===== src/rtl/img_pkg.sv =====
// Shared types, widths and helpers for the image-difference statistics path.
package img_pkg;

    localparam int PIX_W     = 4;
    localparam int FRAME_PIX = 9;
    localparam int SUM_W     = $clog2(FRAME_PIX * 15 + 1);

    typedef enum logic [0:0] {
        IDLE,
        ACCUM
    } stat_state_t;

    function automatic logic [PIX_W-1:0] abs_diff(
        input logic [PIX_W-1:0] d,
        input logic             signed_mode
    );
        logic [PIX_W-1:0] r;
        r = d;
        if (signed_mode && d[PIX_W-1]) begin
            r = ~d + 1'b1;
        end
        return r;
    endfunction

endpackage


===== src/rtl/img_abs4.sv =====
// Combinational magnitude of one 4-bit difference sample.
module img_abs4
    import img_pkg::*;
#(
    parameter bit SIGNED_MODE = 1'b1
) (
    input  logic [PIX_W-1:0] d,
    output logic [PIX_W-1:0] mag
);

    assign mag = abs_diff(d, SIGNED_MODE);

endmodule


===== src/rtl/img_diff_stat.sv =====
// Reduces each 9-pixel difference frame to sum / max / argmax / changed-count.
module img_diff_stat
    import img_pkg::PIX_W;
    import img_pkg::stat_state_t;
    import img_pkg::IDLE;
    import img_pkg::ACCUM;
#(
    parameter int FRAME_PIX   = 9,
    parameter int THRESH      = 4,
    parameter bit SIGNED_MODE = 1'b1,
    localparam int IDX_W      = $clog2(FRAME_PIX),
    localparam int SUM_W      = $clog2(FRAME_PIX * 15 + 1),
    localparam int CNT_W      = $clog2(FRAME_PIX + 1)
) (
    input  logic             clk,
    input  logic             rst,
    input  logic             in_valid,
    input  logic [PIX_W-1:0] in_diff,
    output logic             out_valid,
    output logic [SUM_W-1:0] out_sum,
    output logic [PIX_W-1:0] out_max,
    output logic [IDX_W-1:0] out_idx,
    output logic [CNT_W-1:0] out_cnt,
    output logic             out_err
);

    stat_state_t state, state_nxt;

    logic [IDX_W-1:0] pix_cnt;
    logic [SUM_W-1:0] acc_sum;
    logic [PIX_W-1:0] acc_max;
    logic [IDX_W-1:0] acc_idx;
    logic [CNT_W-1:0] acc_cnt;

    logic [PIX_W-1:0] mag;
    logic             first;
    logic             last;
    logic             abort;
    logic             upd;
    logic [IDX_W-1:0] pix_idx;
    logic [SUM_W-1:0] m_sum;
    logic [PIX_W-1:0] m_max;
    logic [IDX_W-1:0] m_idx;
    logic [CNT_W-1:0] m_cnt;

    img_abs4 #(
        .SIGNED_MODE(SIGNED_MODE)
    ) u_abs (
        .d  (in_diff),
        .mag(mag)
    );

    // In IDLE the incoming pixel is index 0 and stale accumulators are ignored,
    // which gives back-to-back frames with no bubble.
    always_comb begin
        first   = (state == IDLE);
        pix_idx = first ? '0 : pix_cnt;
        upd     = first || (mag > acc_max);
        m_sum   = (first ? '0 : acc_sum) + SUM_W'(mag);
        m_max   = upd ? mag : acc_max;
        m_idx   = upd ? pix_idx : acc_idx;
        m_cnt   = (first ? '0 : acc_cnt) + CNT_W'(mag >= PIX_W'(THRESH));
        last    = in_valid && (pix_idx == IDX_W'(FRAME_PIX - 1));
        abort   = !first && !in_valid;

        state_nxt = state;
        unique case (state)
            IDLE:    if (in_valid && !last) state_nxt = ACCUM;
            ACCUM:   if (!in_valid || last) state_nxt = IDLE;
            default: state_nxt = IDLE;
        endcase
    end

    always_ff @(posedge clk or posedge rst) begin
        if (rst) begin
            state <= IDLE;
        end else begin
            state <= state_nxt;
        end
    end

    always_ff @(posedge clk or posedge rst) begin
        if (rst) begin
            pix_cnt   <= '0;
            acc_sum   <= '0;
            acc_max   <= '0;
            acc_idx   <= '0;
            acc_cnt   <= '0;
            out_sum   <= '0;
            out_max   <= '0;
            out_idx   <= '0;
            out_cnt   <= '0;
            out_valid <= 1'b0;
            out_err   <= 1'b0;
        end else begin
            out_valid <= last;
            out_err   <= abort;
            if (in_valid) begin
                acc_sum <= m_sum;
                acc_max <= m_max;
                acc_idx <= m_idx;
                acc_cnt <= m_cnt;
                pix_cnt <= last ? '0 : pix_idx + 1'b1;
                if (last) begin
                    out_sum <= m_sum;
                    out_max <= m_max;
                    out_idx <= m_idx;
                    out_cnt <= m_cnt;
                end
            end else if (abort) begin
                pix_cnt <= '0;
                acc_sum <= '0;
                acc_max <= '0;
                acc_idx <= '0;
                acc_cnt <= '0;
            end
        end
    end

endmodule


===== config.mk =====
export PLATFORM = sky130hd
export DESIGN_NAME = img_diff_stat
export DESIGN_NICKNAME = d
export VERILOG_FILES = /design/src/rtl/img_pkg.sv /design/src/rtl/img_abs4.sv /design/src/rtl/img_diff_stat.sv
export SDC_FILE = /design/constraint.sdc
export NUM_CORES = 1
export LEC_CHECK = 0
export ABC_AREA = 1
export CORE_MARGIN = 2
export CORE_UTILIZATION = 40
export CTS_BUF_LIST = sky130_fd_sc_hd__clkbuf_16
export CTS_CLUSTER_SIZE = 40
export DETAILED_ROUTE_END_ITERATION = 6
export HOLD_SLACK_MARGIN = 0.1
export SYNTH_ARGS = -nofsm -noshare
export SYNTH_HDL_FRONTEND = slang
export SYNTH_SLANG_ARGS = --single-unit
export TNS_END_PERCENT = 20

===== constraint.sdc =====
create_clock -name clk -period 4.1 [get_ports clk]
set_input_delay 1.025 -clock clk [delete_from_list [all_inputs] [get_ports clk]]
set_output_delay 1.025 -clock clk [all_outputs]
set_load 0.005 [all_outputs]

# Word-level counts from Yosys, hierarchy flattened
# Index checks and enable logic that the tools add are counted.
dict set report word_totals {
  input_bits 7
  output_inout_bits 22
  register_bits 47
  word_cells 47
}
dict set report classes {
  addsub 4
  order_cmp 2
  bitwise_logic 2
  n_eq_ne 1
  reduce_logical 9
  muxes 17
}
# cell count
set op_table {}
lappend op_table {{$mux 4} 11}
lappend op_table {{$mux 8} 3}
lappend op_table {{$add 4x1->4 const B} 2}
lappend op_table {{$add 8x4->8} 1}
lappend op_table {{$add 4x1->4} 1}
lappend op_table {{$eq 4x4->1 const B} 1}
lappend op_table {{$ge 4x3->1 const B} 1}
lappend op_table {{$gt 4x4->1} 1}
lappend op_table {{$not 4->4} 1}
lappend op_table {{$logic_and 1x1->1} 3}
lappend op_table {{$logic_not 1->1} 2}
lappend op_table {{$logic_or 1x1->1} 2}
lappend op_table {{$mux 1} 2}
lappend op_table {{$pmux 1 s2} 1}
lappend op_table {{$reduce_and 2->1} 1}
lappend op_table {{$reduce_bool 2->1} 1}
lappend op_table {{$not 1->1} 1}

# Longest topological paths before layout
# Gate-level depths: netlist of the first run.
dict set report logic_depth {
  depth_word 7
  depth_mapped 16
  depth_no_buf 16
}

# Modules after synthesis
# Synthesis of the first run repeated with hierarchy kept, for this count alone.
dict set report unflattened {
  cells_unflattened 314
  area_unflattened_um2 2494.9
}
# mod n_inst area_each_um2 seq_area_each_um2 cells_each
set modules_own_cells {}
lappend modules_own_cells {img_diff_stat 1 2417.3 1176.1 299}
lappend modules_own_cells {img_abs4 1 77.6 0.0 15}

# Least setup slack after synthesis of the first run
# OpenSTA, ideal clock, no wires.
dict set report synth_timing {
  path_kind {input port to flip-flop}
  from {input in_diff[0]}
  to {register acc_sum[5]}
  path_stages 15
  n_path_buf 0
  t_arrival_ns 2.336
  setup_time_ns 0.117
  t_required_ns 3.983
  slack_ns 1.647
  path_cell_list {inv_1 ha_1 inv_1 nand2_1 nand2_1 nand2_2 ha_1 nand3_1 nand2_1 inv_1 nand2_1 nand2_1 nand3_1 nand3_1 nand2_1}
}
dict set report synth_between {
  elab_chain_cells 5
}
# item line
set synth_lines {}
lappend synth_lines {{start: declaration} img_diff_stat.sv:18} ;# input logic [PIX_W-1:0] in_diff,
lappend synth_lines {{$not 4->4} img_pkg.sv:20} ;# r = ~d + 1'b1;
lappend synth_lines {{$add 4x1->4} img_pkg.sv:20}
lappend synth_lines {{$mux 4 *} img_pkg.sv:19} ;# if (signed_mode && d[PIX_W-1]) begin
lappend synth_lines {{$add 8x4->8 *} img_diff_stat.sv:59} ;# m_sum = (first ? '0 : acc_sum) + SUM_W'(mag);
lappend synth_lines {{$mux 8 *} img_diff_stat.sv:98} ;# if (in_valid) begin
lappend synth_lines {{end signal: assignment} img_diff_stat.sv:99} ;# acc_sum <= m_sum;
lappend synth_lines {{end: declaration} img_diff_stat.sv:30} ;# logic [SUM_W-1:0] acc_sum;
# Mark *: on every way between the ends. The rest lies on a longest branch, timed or not.
# A chain may end at the register's enable or synchronous reset.

# Final worst setup path of the first run
dict set report layout_timing {
  from {input in_diff[0]}
  to {register acc_sum[4]}
}
# Same word-level chain as after synthesis.

==> results of run 1 <==
-- area by class of cell --
cell class	count	share of cell area, %
Clock buffer	5	4.12
Clock inverter	3	0.412
Inverter	47	5.80
Multi-Input combinational cell	223	37.1
Sequential cell	47	38.7
Tap cell	77	3.17
Timing Repair Buffer	34	10.7
-- cell usage in the layout, fill, tap and decap left out, drive strengths merged --
master         instances
nand3                 35
a21oi                  1
clkdlybuf4s50         28
buf                    6
xnor2                  3
clkbuf                 5
nor3                   3
o211ai                 1
o21ai                 18
o31ai                  1
dfrtp                 47
inv                   49
nor2                   9
nand4                  9
nand3b                 1
nand2                127
ha                    10
clkinv                 1
o22ai                  1
xor2                   3
a32o                   1
-- per-stage QoR --
stage / cells / hold WS, ns / worst slack, ns
after floorplan: 327 / 0.449 / 1.65
after global placement: 428 / 0.463 / 0.925
after detailed placement: 428 / 0.466 / 0.880
after CTS: 436 / 0.483 / 1.16
after global routing: 436 / 0.494 / 0.955
final: 436 / 0.480 / 1.16
-- cells by family after synthesis --
kind of cell / after synthesis
AO/OA/AOI/OAI: 23
XOR/XNOR: 6
adder cells (fa/ha/maj): 10
buffers and inverters: 57
flip-flops: 47
AND/OR/NAND/NOR: 184
-- worst max-delay path, cell delays in order --
cell and delay (ns):
sky130_fd_sc_hd__clkdlybuf4s50_1 0.52, sky130_fd_sc_hd__inv_1 0.10, sky130_fd_sc_hd__ha_1 0.29, sky130_fd_sc_hd__nand2_1 0.10, sky130_fd_sc_hd__nand2_2 0.09, sky130_fd_sc_hd__nand2_1 0.08
sky130_fd_sc_hd__nand2_1 0.07, sky130_fd_sc_hd__inv_1 0.06, sky130_fd_sc_hd__ha_1 0.14, sky130_fd_sc_hd__inv_1 0.04, sky130_fd_sc_hd__nand2_1 0.09, sky130_fd_sc_hd__nand3_1 0.10
sky130_fd_sc_hd__nand2_2 0.10, sky130_fd_sc_hd__xor2_1 0.22, sky130_fd_sc_hd__nand2_1 0.08, sky130_fd_sc_hd__nand2_1 0.06
-- layer usage --
metal	GRT usage (%)	part of all wire (%)	vias up
met5	0	0	-
met4	4.84	0.65	0
met3	2.67	3.8	2
met2	25.9	46	31
met1	24.7	49	992
li1	-	-	1094
-- final timing paths --
| path | startpoint | to | slack [ns] | cells past startpoint |
|---|---|---|---|---|
| hold / removal | out_idx[2]$_DFFE_PP0P_ | out_idx[2]$_DFFE_PP0P_ | 0.48 | 2 |
| min in group asynchronous | rst | out_idx[3]$_DFFE_PP0P_ | 1.29 | 2 |
| setup reg to reg | state$_DFF_PP0_ | out_cnt[3]$_DFFE_PP0P_ | 1.95 | 7 |
| setup / recovery | in_diff[0] | acc_sum[4]$_DFFE_PP0P_ | 1.16 | 16 |
| max in group asynchronous | rst | out_cnt[3]$_DFFE_PP0P_ | 2.20 | 2 |
| hold reg to reg | out_idx[2]$_DFFE_PP0P_ | out_idx[2]$_DFFE_PP0P_ | 0.48 | 2 |
-- flip-flops by register name, indices dropped and copies added (netlist names) --
register and count:
out_idx 4, out_max 4, acc_sum 8, state 1, acc_idx 4, acc_cnt 4
acc_max 4, out_err 1, out_sum 8, pix_cnt 4, out_valid 1, out_cnt 4
-- power by group through the flow --
stage	combinational [mW]	sequential [mW]	clock, mW
3_5_place_dp	0.201	0.532	0
5_1_grt	0.229	0.527	0.417
6_report	0.199	0.523	0.385
3_3_place_gp	0.197	0.531	0
2_1_floorplan	0.133	0.527	0
4_1_cts	0.202	0.523	0.398
==> summary.md, run 1 <==
• **clock tree from TritonCTS** done
• **number of instances in the synthesized netlist** 327
• **Syn Nets** 344
• **# rows** 29
• **Worst Path Arrival** 3.16 ns
• **dominant combinational cell family by area after synthesis** simple AND/OR/NAND/NOR gates
• **all-layer global routing usage** 16.9%
• **maximum count of clock buffers along a single path** 2
• **CP startpoint kind** input pin
• **depth of the CTS H-tree** 2
• **hold-fix buffer count after cts** 0
• **number of maximum-capacitance constraint violations** 0
• **Cell Area, Placed** 0.00290 mm^2
• **count of inserted antenna diode cells** 0
• **number of nets at the end of the flow** 375
• **Avg WL per Cell** 12.6 um
• **Slew Limit Fails** 0
• **number of synthesized register bits** 47
• **top-count cell post-synth** sky130_fd_sc_hd__nand2_1
• **part of the Yosys area used for sequential elements** 46.3%
• **most common library cells after synthesis** sky130_fd_sc_hd__nand2_1 (120), sky130_fd_sc_hd__dfrtp_1 (47), sky130_fd_sc_hd__inv_1 (44)
• **Post-synth EDFFs** 0
• **largest fanout on the critical path** 4
• **DP Wirelength** 3900 um
• **post-route cell area** 0.00304 mm^2
• **Resized cells post-CTS** 0
• **number of antenna violations at the first check in global routing** 0
• **clock network power share** 34.8%
• **proportion of synthesized flip-flops having asynchronous set or reset** 100%
• **Final period util** 71.6%
• **fraction of post-synthesis cell area in the top cell type by area** 46.3%
• **Critical Path End Type** flip-flop
• **Layout Skew** 0.00474 ns
• **Die X** 83.7 um
• **count of unresolved DRC violations after routing** 0
• **Total Die Area** 0.00700 mm^2
• **setup TNS** 0 ns
• **maximum number of pins on one net before global-route repair** 48
• **overflow left after global routing** 0
• **synthesized-area fraction occupied by adder cells** 4.93%
• **multi-input gate area in the final layout** 0.00113 mm^2
• **Cell variety after synth** 28
• **routed via count divided by cell count** 4.86
• **count of buffers from port buffering** 28
• **Initial Utilization** 40.7%
• **Worst-Skew Late Latency** 0.28 ns
• **power density over cell area** 364 mW/mm^2
• **vias** 2119
• **power dissipated by switching net loads** 0.306 mW
• **drt pass-1 iters** 4
• **register area** 0.00118 mm^2
• **placeable core region** 0.00624 mm^2
• **setup repair after global routing missed its margin** false
• **worst-case headroom to the max-slew limit** 34.7%
• **ys flop type** sky130_fd_sc_hd__dfrtp_1
• **IO Count** 29
• **Sinks on Clock Net** 47
• **number of DRC violations after detailed-routing iteration 0** 183
• **Hold Crit Class** reg -> reg
• **maximum clock frequency** 341 MHz
• **Final setup viols** 0
• **required time worst endpoint** 4.32 ns
• **proportion of total power due to net switching** 27.6%
• **layout overhead on the synthesized area** 19.7%
• **wire length of the first global-routing pass** 9590 um
• **portion of total power attributed to combinational logic** 18.0%
• **leak pwr** 1.64 nW
• **crit path kind** in -> reg
• **root buf cell** sky130_fd_sc_hd__clkbuf_16
• **Synth Area in Simple Gates** 32.5%
• **fraction of the core area covered by cells at the end of the flow** 48.7%
• **mux share of post-synthesis cell area** 0%
• **Vert. Die Dim** 83.7 um
• **number of endpoints with negative hold slack in the final report** 0
• **post-synthesis xor/xnor area fraction** 2.07%
• **count of filler cells inserted in the layout** 637
• **area of the mapped netlist** 0.00254 mm^2
• **Avg Inst Size Synth** 7.77 um^2
• **post-CTS setup repair buffer count** 0
• **top area cells in the synthesized netlist** sky130_fd_sc_hd__dfrtp_1 (46%), sky130_fd_sc_hd__nand2_1 (18%), sky130_fd_sc_hd__nand3_1 (6.7%)
• **final estimated routing congestion in global placement** 0.865
• **worst-margin pin slew** 0.977 ns
• **run status** completed
• **Total Routed Length** 5510 um
• **complex-gate fraction of the synthesized area** 4.98%
• **final total power** 1.11 mW
• **library cell with the largest summed area after synthesis** sky130_fd_sc_hd__dfrtp_1
• **Peak supply drop** 0.158 mV
• **cell internal power dissipation** 0.802 mW
• **clock period minus worst slack** 2.94 ns
• **Num CTS Buffers** 5
• **warnings from Yosys** 0
• **clock transition at the register clock pins on the worst setup and hold paths after CTS** 0.06 ns
• **via count of the first global-routing pass** 2039
• **remaining antenna violation count** 0
• **ratio of cells with drive above 1 in the final layout** 7.52%
• **sequential share of power** 47.2%
Power figures use the tool's default switching activity.
==> run 2, diff against run 1 <==
Clock period 4.1 ns to 2.91 ns, I/O delays scaled along.
==> summary.md, run 2 (synthesis gave the netlist of run 1 again) <==
• **run status** completed
• **count of inserted antenna diode cells** 0, unchanged
• **Worst Path Arrival** 2.75 ns, -0.41 ns
• **depth of the CTS H-tree** 2, unchanged
• **number of antenna violations at the first check in global routing** 0, unchanged
• **# rows** 29, unchanged
• **clock transition at the register clock pins on the worst setup and hold paths after CTS** 0.06 ns, about the same
• **IO Count** 29, unchanged
• **count of unresolved DRC violations after routing** 0, unchanged
• **clock tree from TritonCTS** done
• **maximum clock frequency** 389 MHz
• **drt pass-1 iters** 4, unchanged
• **Slew Limit Fails** 0, unchanged
• **Placed Cells** 430, +0.47%
• **setup repair after global routing missed its margin** false
• **power density over cell area** 516 mW/mm^2, +42%
• **DP Wirelength** 4020 um, +3.1%
• **placeable core region** 0.00624 mm^2, unchanged
• **required time worst endpoint** 3.09 ns, -1.23 ns
• **leak pwr** 1.65 nW, +0.74%
• **largest fanout on the critical path** 5, +1
• **root buf cell** sky130_fd_sc_hd__clkbuf_16
• **Total Die Area** 0.00700 mm^2, unchanged
• **CP startpoint kind** input pin
• **all-layer global routing usage** 17.3%, +0.40 points
• **Final setup viols** 0, unchanged
• **Hold Crit Class** reg -> reg
• **number of DRC violations after detailed-routing iteration 0** 115, -37%
• **worst-case headroom to the max-slew limit** 66.1%, +31 points
• **clock period minus worst slack** 2.57 ns
• **maximum count of clock buffers along a single path** 2, unchanged
• **Total Routed Length** 5600 um, +1.6%
• **final estimated routing congestion in global placement** 0.876, +1.3%
• **wire length of the first global-routing pass** 9720 um, +1.3%
• **Worst-Skew Late Latency** 0.29 ns, about the same
• **setup TNS** 0 ns, unchanged
• **number of nets at the end of the flow** 377, +0.53%
• **overflow left after global routing** 0, unchanged
• **Vert. Die Dim** 83.7 um, unchanged
• **Num CTS Buffers** 5, unchanged
• **ratio of cells with drive above 1 in the final layout** 8.59%, +1.1 points
• **Layout Skew** 0.00388 ns, -0.000863 ns
• **Sinks on Clock Net** 47, unchanged
• **biggest registers after layout** acc_sum: 8 flops, out_sum: 8 flops
• **hold-fix buffer count after cts** 0, unchanged
• **Avg WL per Cell** 12.8 um, +1.2%
• **Critical Path End Type** flip-flop
• **layout overhead on the synthesized area** 21.0%
• **routed via count divided by cell count** 4.90, +0.86%
• **fin cells** 438, +0.46%
• **maximum number of pins on one net before global-route repair** 29, -40%
• **vias** 2147, +1.3%
• **Initial Utilization** 40.7%, unchanged
• **post-CTS setup repair buffer count** 0, unchanged
• **Resized cells post-CTS** 0, unchanged
• **Die X** 83.7 um, unchanged
• **worst-margin pin slew** 0.508 ns, -0.469 ns
• **remaining antenna violation count** 0, unchanged
• **crit path kind** in -> reg
• **count of buffers from port buffering** 28, unchanged
• **Peak supply drop** 0.232 mV, +47%
• **via count of the first global-routing pass** 2061, +1.1%
• **number of endpoints with negative hold slack in the final report** 0, unchanged
• **most common cell after layout, fill and taps aside** sky130_fd_sc_hd__nand2_1
• **commonest non-fill, non-tap cells in the layout** sky130_fd_sc_hd__nand2_1 (120), sky130_fd_sc_hd__dfrtp_1 (47), sky130_fd_sc_hd__inv_1 (43), sky130_fd_sc_hd__nand3_1 (34), sky130_fd_sc_hd__clkdlybuf4s50_1 (28)
• **number of maximum-capacitance constraint violations** 0, unchanged
• **Final period util** 88.3%
[run 2: cell count changes in the layout (fill, tap and decap cells not counted)]
cell	delta
sky130_fd_sc_hd__buf_12	+1
sky130_fd_sc_hd__buf_4	+1
sky130_fd_sc_hd__clkinv_2	+1
sky130_fd_sc_hd__inv_1	-2
sky130_fd_sc_hd__inv_6	+1
[run 2: final cells by class]
class / instances / area (um^2)
Multi-Input combinational cell: 223 / 1130
Tap cell: 77 / 96.3
Sequential cell: 47 / 1180
Clock buffer: 5 / 125
Fill cell: 632 / 3170
Timing Repair Buffer: 36 / 353
Inverter: 47 / 176
Clock inverter: 3 / 18.8
[run 2: metal layers]
metal  vias to the layer above  GRT usage [%]  routed length, um
met5                         -              0                  0
met1                      1026           23.9               2800
met2                        17           28.0               2600
met4                         0           4.84                 64
met3                         6           3.07                125
li1                       1098              -                  -
[run 2: worst paths after layout]
kind	cells past startpoint	from	slack, ns	to
setup / recovery	16	in_diff[0]	0.34	out_sum[5]$_DFFE_PP0P_
hold / removal	2	out_idx[2]$_DFFE_PP0P_	0.48	out_idx[2]$_DFFE_PP0P_
setup reg to reg	13	state$_DFF_PP0_	0.95	out_sum[4]$_DFFE_PP0P_
hold reg to reg	2	out_idx[2]$_DFFE_PP0P_	0.48	out_idx[2]$_DFFE_PP0P_
max in group asynchronous	3	rst	1.61	acc_sum[0]$_DFFE_PP0P_
min in group asynchronous	2	rst	0.79	out_idx[0]$_DFFE_PP0P_
[run 2: where the power goes]
group | internal, mW | switching [mW] | total (mW)
logic | 0.117 | 0.167 | 0.285
registers | 0.705 | 0.0319 | 0.737
clock network | 0.318 | 0.245 | 0.563
total | 1.14 | 0.444 | 1.59
[run 2: worst max-delay path, cell delays in order]
cell,delay [ns]
sky130_fd_sc_hd__clkdlybuf4s50_1,0.48
sky130_fd_sc_hd__inv_1,0.08
sky130_fd_sc_hd__ha_1,0.20
sky130_fd_sc_hd__inv_1,0.07
sky130_fd_sc_hd__nand2_1,0.05
sky130_fd_sc_hd__nand2_1,0.09
sky130_fd_sc_hd__nand2_2,0.09
sky130_fd_sc_hd__ha_1,0.33
sky130_fd_sc_hd__nand3_1,0.09
sky130_fd_sc_hd__nand2_1,0.05
sky130_fd_sc_hd__inv_1,0.06
sky130_fd_sc_hd__nand2_1,0.09
sky130_fd_sc_hd__nand2_1,0.09
sky130_fd_sc_hd__nand3_1,0.10
sky130_fd_sc_hd__nand3_1,0.11
sky130_fd_sc_hd__nand2_1,0.05
[run 2: metrics by stage]
step	instance area, um^2	setup slack [ns]	utilization (%)	total power, mW	hold WS (ns)
3_5_place_dp	2930	0.0694	47.0	1.04	0.465
4_1_cts	3070	0.344	49.3	1.61	0.484
2_1_floorplan	2540	0.754	-	0.930	0.449
5_1_grt	3070	0.114	49.3	1.68	0.503
6_report	3070	0.339	49.3	1.59	0.479
3_3_place_gp	2930	0.0981	47.0	1.03	0.462
==> run 3, diff against run 2 <==
Settings changed: GPL_ROUTABILITY_DRIVEN set to 0, PLACE_DENSITY set to 0.59.
==> summary.md, run 3 (synthesis gave the netlist of run 1 again) <==
• **post-CTS setup repair buffer count** 0, unchanged
• **Worst Path Arrival** 2.76 ns, about the same
• **Worst-Skew Late Latency** 0.28 ns, about the same
• **Resized cells post-CTS** 0, unchanged
• **# rows** 29, unchanged
• **crit path kind** in -> reg
• **Final period util** 88.9%, +0.58 points
• **most frequent cell on the critical path** sky130_fd_sc_hd__nand2_1
• **placement-stage worst setup slack** 0.0524 ns, -0.0170 ns
• **wire length of the first global-routing pass** 9830 um, +1.1%
• **fraction of the core area covered by cells at the end of the flow** 49.1%, -0.16 points
• **count of unresolved DRC violations after routing** 0, unchanged
• **routed via count divided by cell count** 4.88, -0.52%
• **remaining antenna violation count** 0, unchanged
• **run status** completed
• **Critical Path End Type** flip-flop
• **largest stage delay on the critical path** 0.53 ns, +0.05 ns
• **vias** 2131, -0.75%
• **worst hold slack across all endpoints** 0.478 ns, -0.000426 ns
• **worst-margin pin slew** 0.513 ns, +0.00523 ns
• **root buf cell** sky130_fd_sc_hd__clkbuf_16
• **Final setup viols** 0, unchanged
• **Placed Cells** 430, unchanged
• **number of DRC violations after detailed-routing iteration 0** 105, -8.7%
• **hold-fix buffer count after cts** 0, unchanged
• **number of endpoints with negative hold slack in the final report** 0, unchanged
• **Layout Skew** 0.00641 ns, +0.00253 ns
• **biggest registers after layout** acc_sum: 8 flops, out_sum: 8 flops
• **CP startpoint kind** input pin
• **clock transition at the register clock pins on the worst setup and hold paths after CTS** 0.06 ns, about the same
• **largest fanout on the critical path** 5, unchanged
• **FF-to-FF setup slack** 0.92 ns, -0.03 ns
• **overflow left after global routing** 0, unchanged
• **required time worst endpoint** 3.08 ns, about the same
• **most common cell after layout, fill and taps aside** sky130_fd_sc_hd__nand2_1
• **worst setup slack after layout** 0.322 ns, -0.0168 ns
• **Peak supply drop** 0.288 mV, +24%
• **maximum count of clock buffers along a single path** 2, unchanged
• **count of inserted antenna diode cells** 0, unchanged
• **drt pass-1 iters** 4, unchanged
• **Slew Limit Fails** 0, unchanged
• **number of maximum-capacitance constraint violations** 0, unchanged
• **placeable core region** 0.00624 mm^2, unchanged
• **Hold Crit Class** reg -> reg
• **power density over cell area** 511 mW/mm^2, -0.99%
• **worst-case headroom to the max-slew limit** 65.8%, -0.30 points
• **count of buffers from port buffering** 28, unchanged
• **fin cells** 437, -0.23%
• **Avg WL per Cell** 12.8 um, about the same
• **leak pwr** 1.64 nW, -0.42%
• **number of antenna violations at the first check in global routing** 0, unchanged
• **layout overhead on the synthesized area** 20.6%
• **depth of the CTS H-tree** 2, unchanged
• **Total Die Area** 0.00700 mm^2, unchanged
• **setup repair after global routing missed its margin** false
• **IO Count** 29, unchanged
• **clock period minus worst slack** 2.59 ns, +0.0168 ns
• **Die X** 83.7 um, unchanged
• **Num CTS Buffers** 5, unchanged
• **Vert. Die Dim** 83.7 um, unchanged
• **via count of the first global-routing pass** 2040, -1.0%
• **ratio of cells with drive above 1 in the final layout** 8.06%, -0.53 points
• **highest-delay cell along the critical path** sky130_fd_sc_hd__clkdlybuf4s50_1
• **DP Wirelength** 3970 um, -1.3%
• **Sinks on Clock Net** 47, unchanged
• **cells along the critical path** clkdlybuf4s50_1, inv_1, ha_1, inv_1, nand2_1, nand2_1, nand2_2, ha_1, nand3_1, nand2_1, inv_1, nand2_1, nand2_1, nand3_1, nand3_1, nand2_1
• **clock tree from TritonCTS** done
• **maximum clock frequency** 386 MHz, -0.65%
• **number of nets at the end of the flow** 377, unchanged
• **commonest non-fill, non-tap cells in the layout** sky130_fd_sc_hd__nand2_1 (120), sky130_fd_sc_hd__dfrtp_1 (47), sky130_fd_sc_hd__inv_1 (43), sky130_fd_sc_hd__nand3_1 (34), sky130_fd_sc_hd__clkdlybuf4s50_1 (28)
• **Initial Utilization** 40.7%, unchanged
• **maximum number of pins on one net before global-route repair** 29, unchanged
• **setup TNS** 0 ns, unchanged
• **Total Routed Length** 5580 um, -0.20%
• **all-layer global routing usage** 17.2%, -0.050 points
-- run 3: stage by stage --
step / cell area, um^2 / power, mW
2_1_floorplan: 2540 / 0.930
3_3_place_gp: 2930 / 1.03
3_5_place_dp: 2930 / 1.04
4_1_cts: 3060 / 1.58
5_1_grt: 3060 / 1.65
6_report: 3060 / 1.56
-- run 3: critical path: cells and delay by family --
family	cells	cell delay, ns
buf+inv	4	0.71
fa+ha+maj	2	0.51
simple gates	10	0.79
-- run 3: path summary, 6_finish.rpt --
path | cells after the start | start | endpoint
worst max-delay path | 16 | in_diff[1] | out_sum[5]$_DFFE_PP0P_
worst min-delay path | 2 | out_idx[0]$_DFFE_PP0P_ | out_idx[0]$_DFFE_PP0P_
worst max register to register | 13 | state$_DFF_PP0_ | out_sum[4]$_DFFE_PP0P_
worst min register to register | 2 | out_idx[0]$_DFFE_PP0P_ | out_idx[0]$_DFFE_PP0P_
max in group asynchronous | 3 | rst | out_sum[5]$_DFFE_PP0P_
min in group asynchronous | 2 | rst | out_idx[0]$_DFFE_PP0P_
-- run 3: routing by layer --
layer | wire length [um] | vias to the layer above | global-route usage, %
met5 | 0 | - | 0
met4 | 61 | 0 | 4.40
met3 | 183 | 5 | 2.87
met2 | 2540 | 31 | 26.8
met1 | 2800 | 990 | 25.0
li1 | - | 1105 | -
-- run 3: report_power, final --
part	switching, mW	internal (mW)	total (mW)
Clock	0.234	0.309	0.544
Sequential	0.0312	0.705	0.736
Combinational	0.167	0.117	0.284
Total	0.433	1.13	1.56
-- run 3: final cells by class --
type                    count  area, um^2
multi-input cells         223        1130
inverters                  47         176
fillers                   639        3180
repair buffers             36         353
well taps                  77        96.3
flip-flops and latches     47        1180
clock inverters             2        8.76
clock buffers               5         125
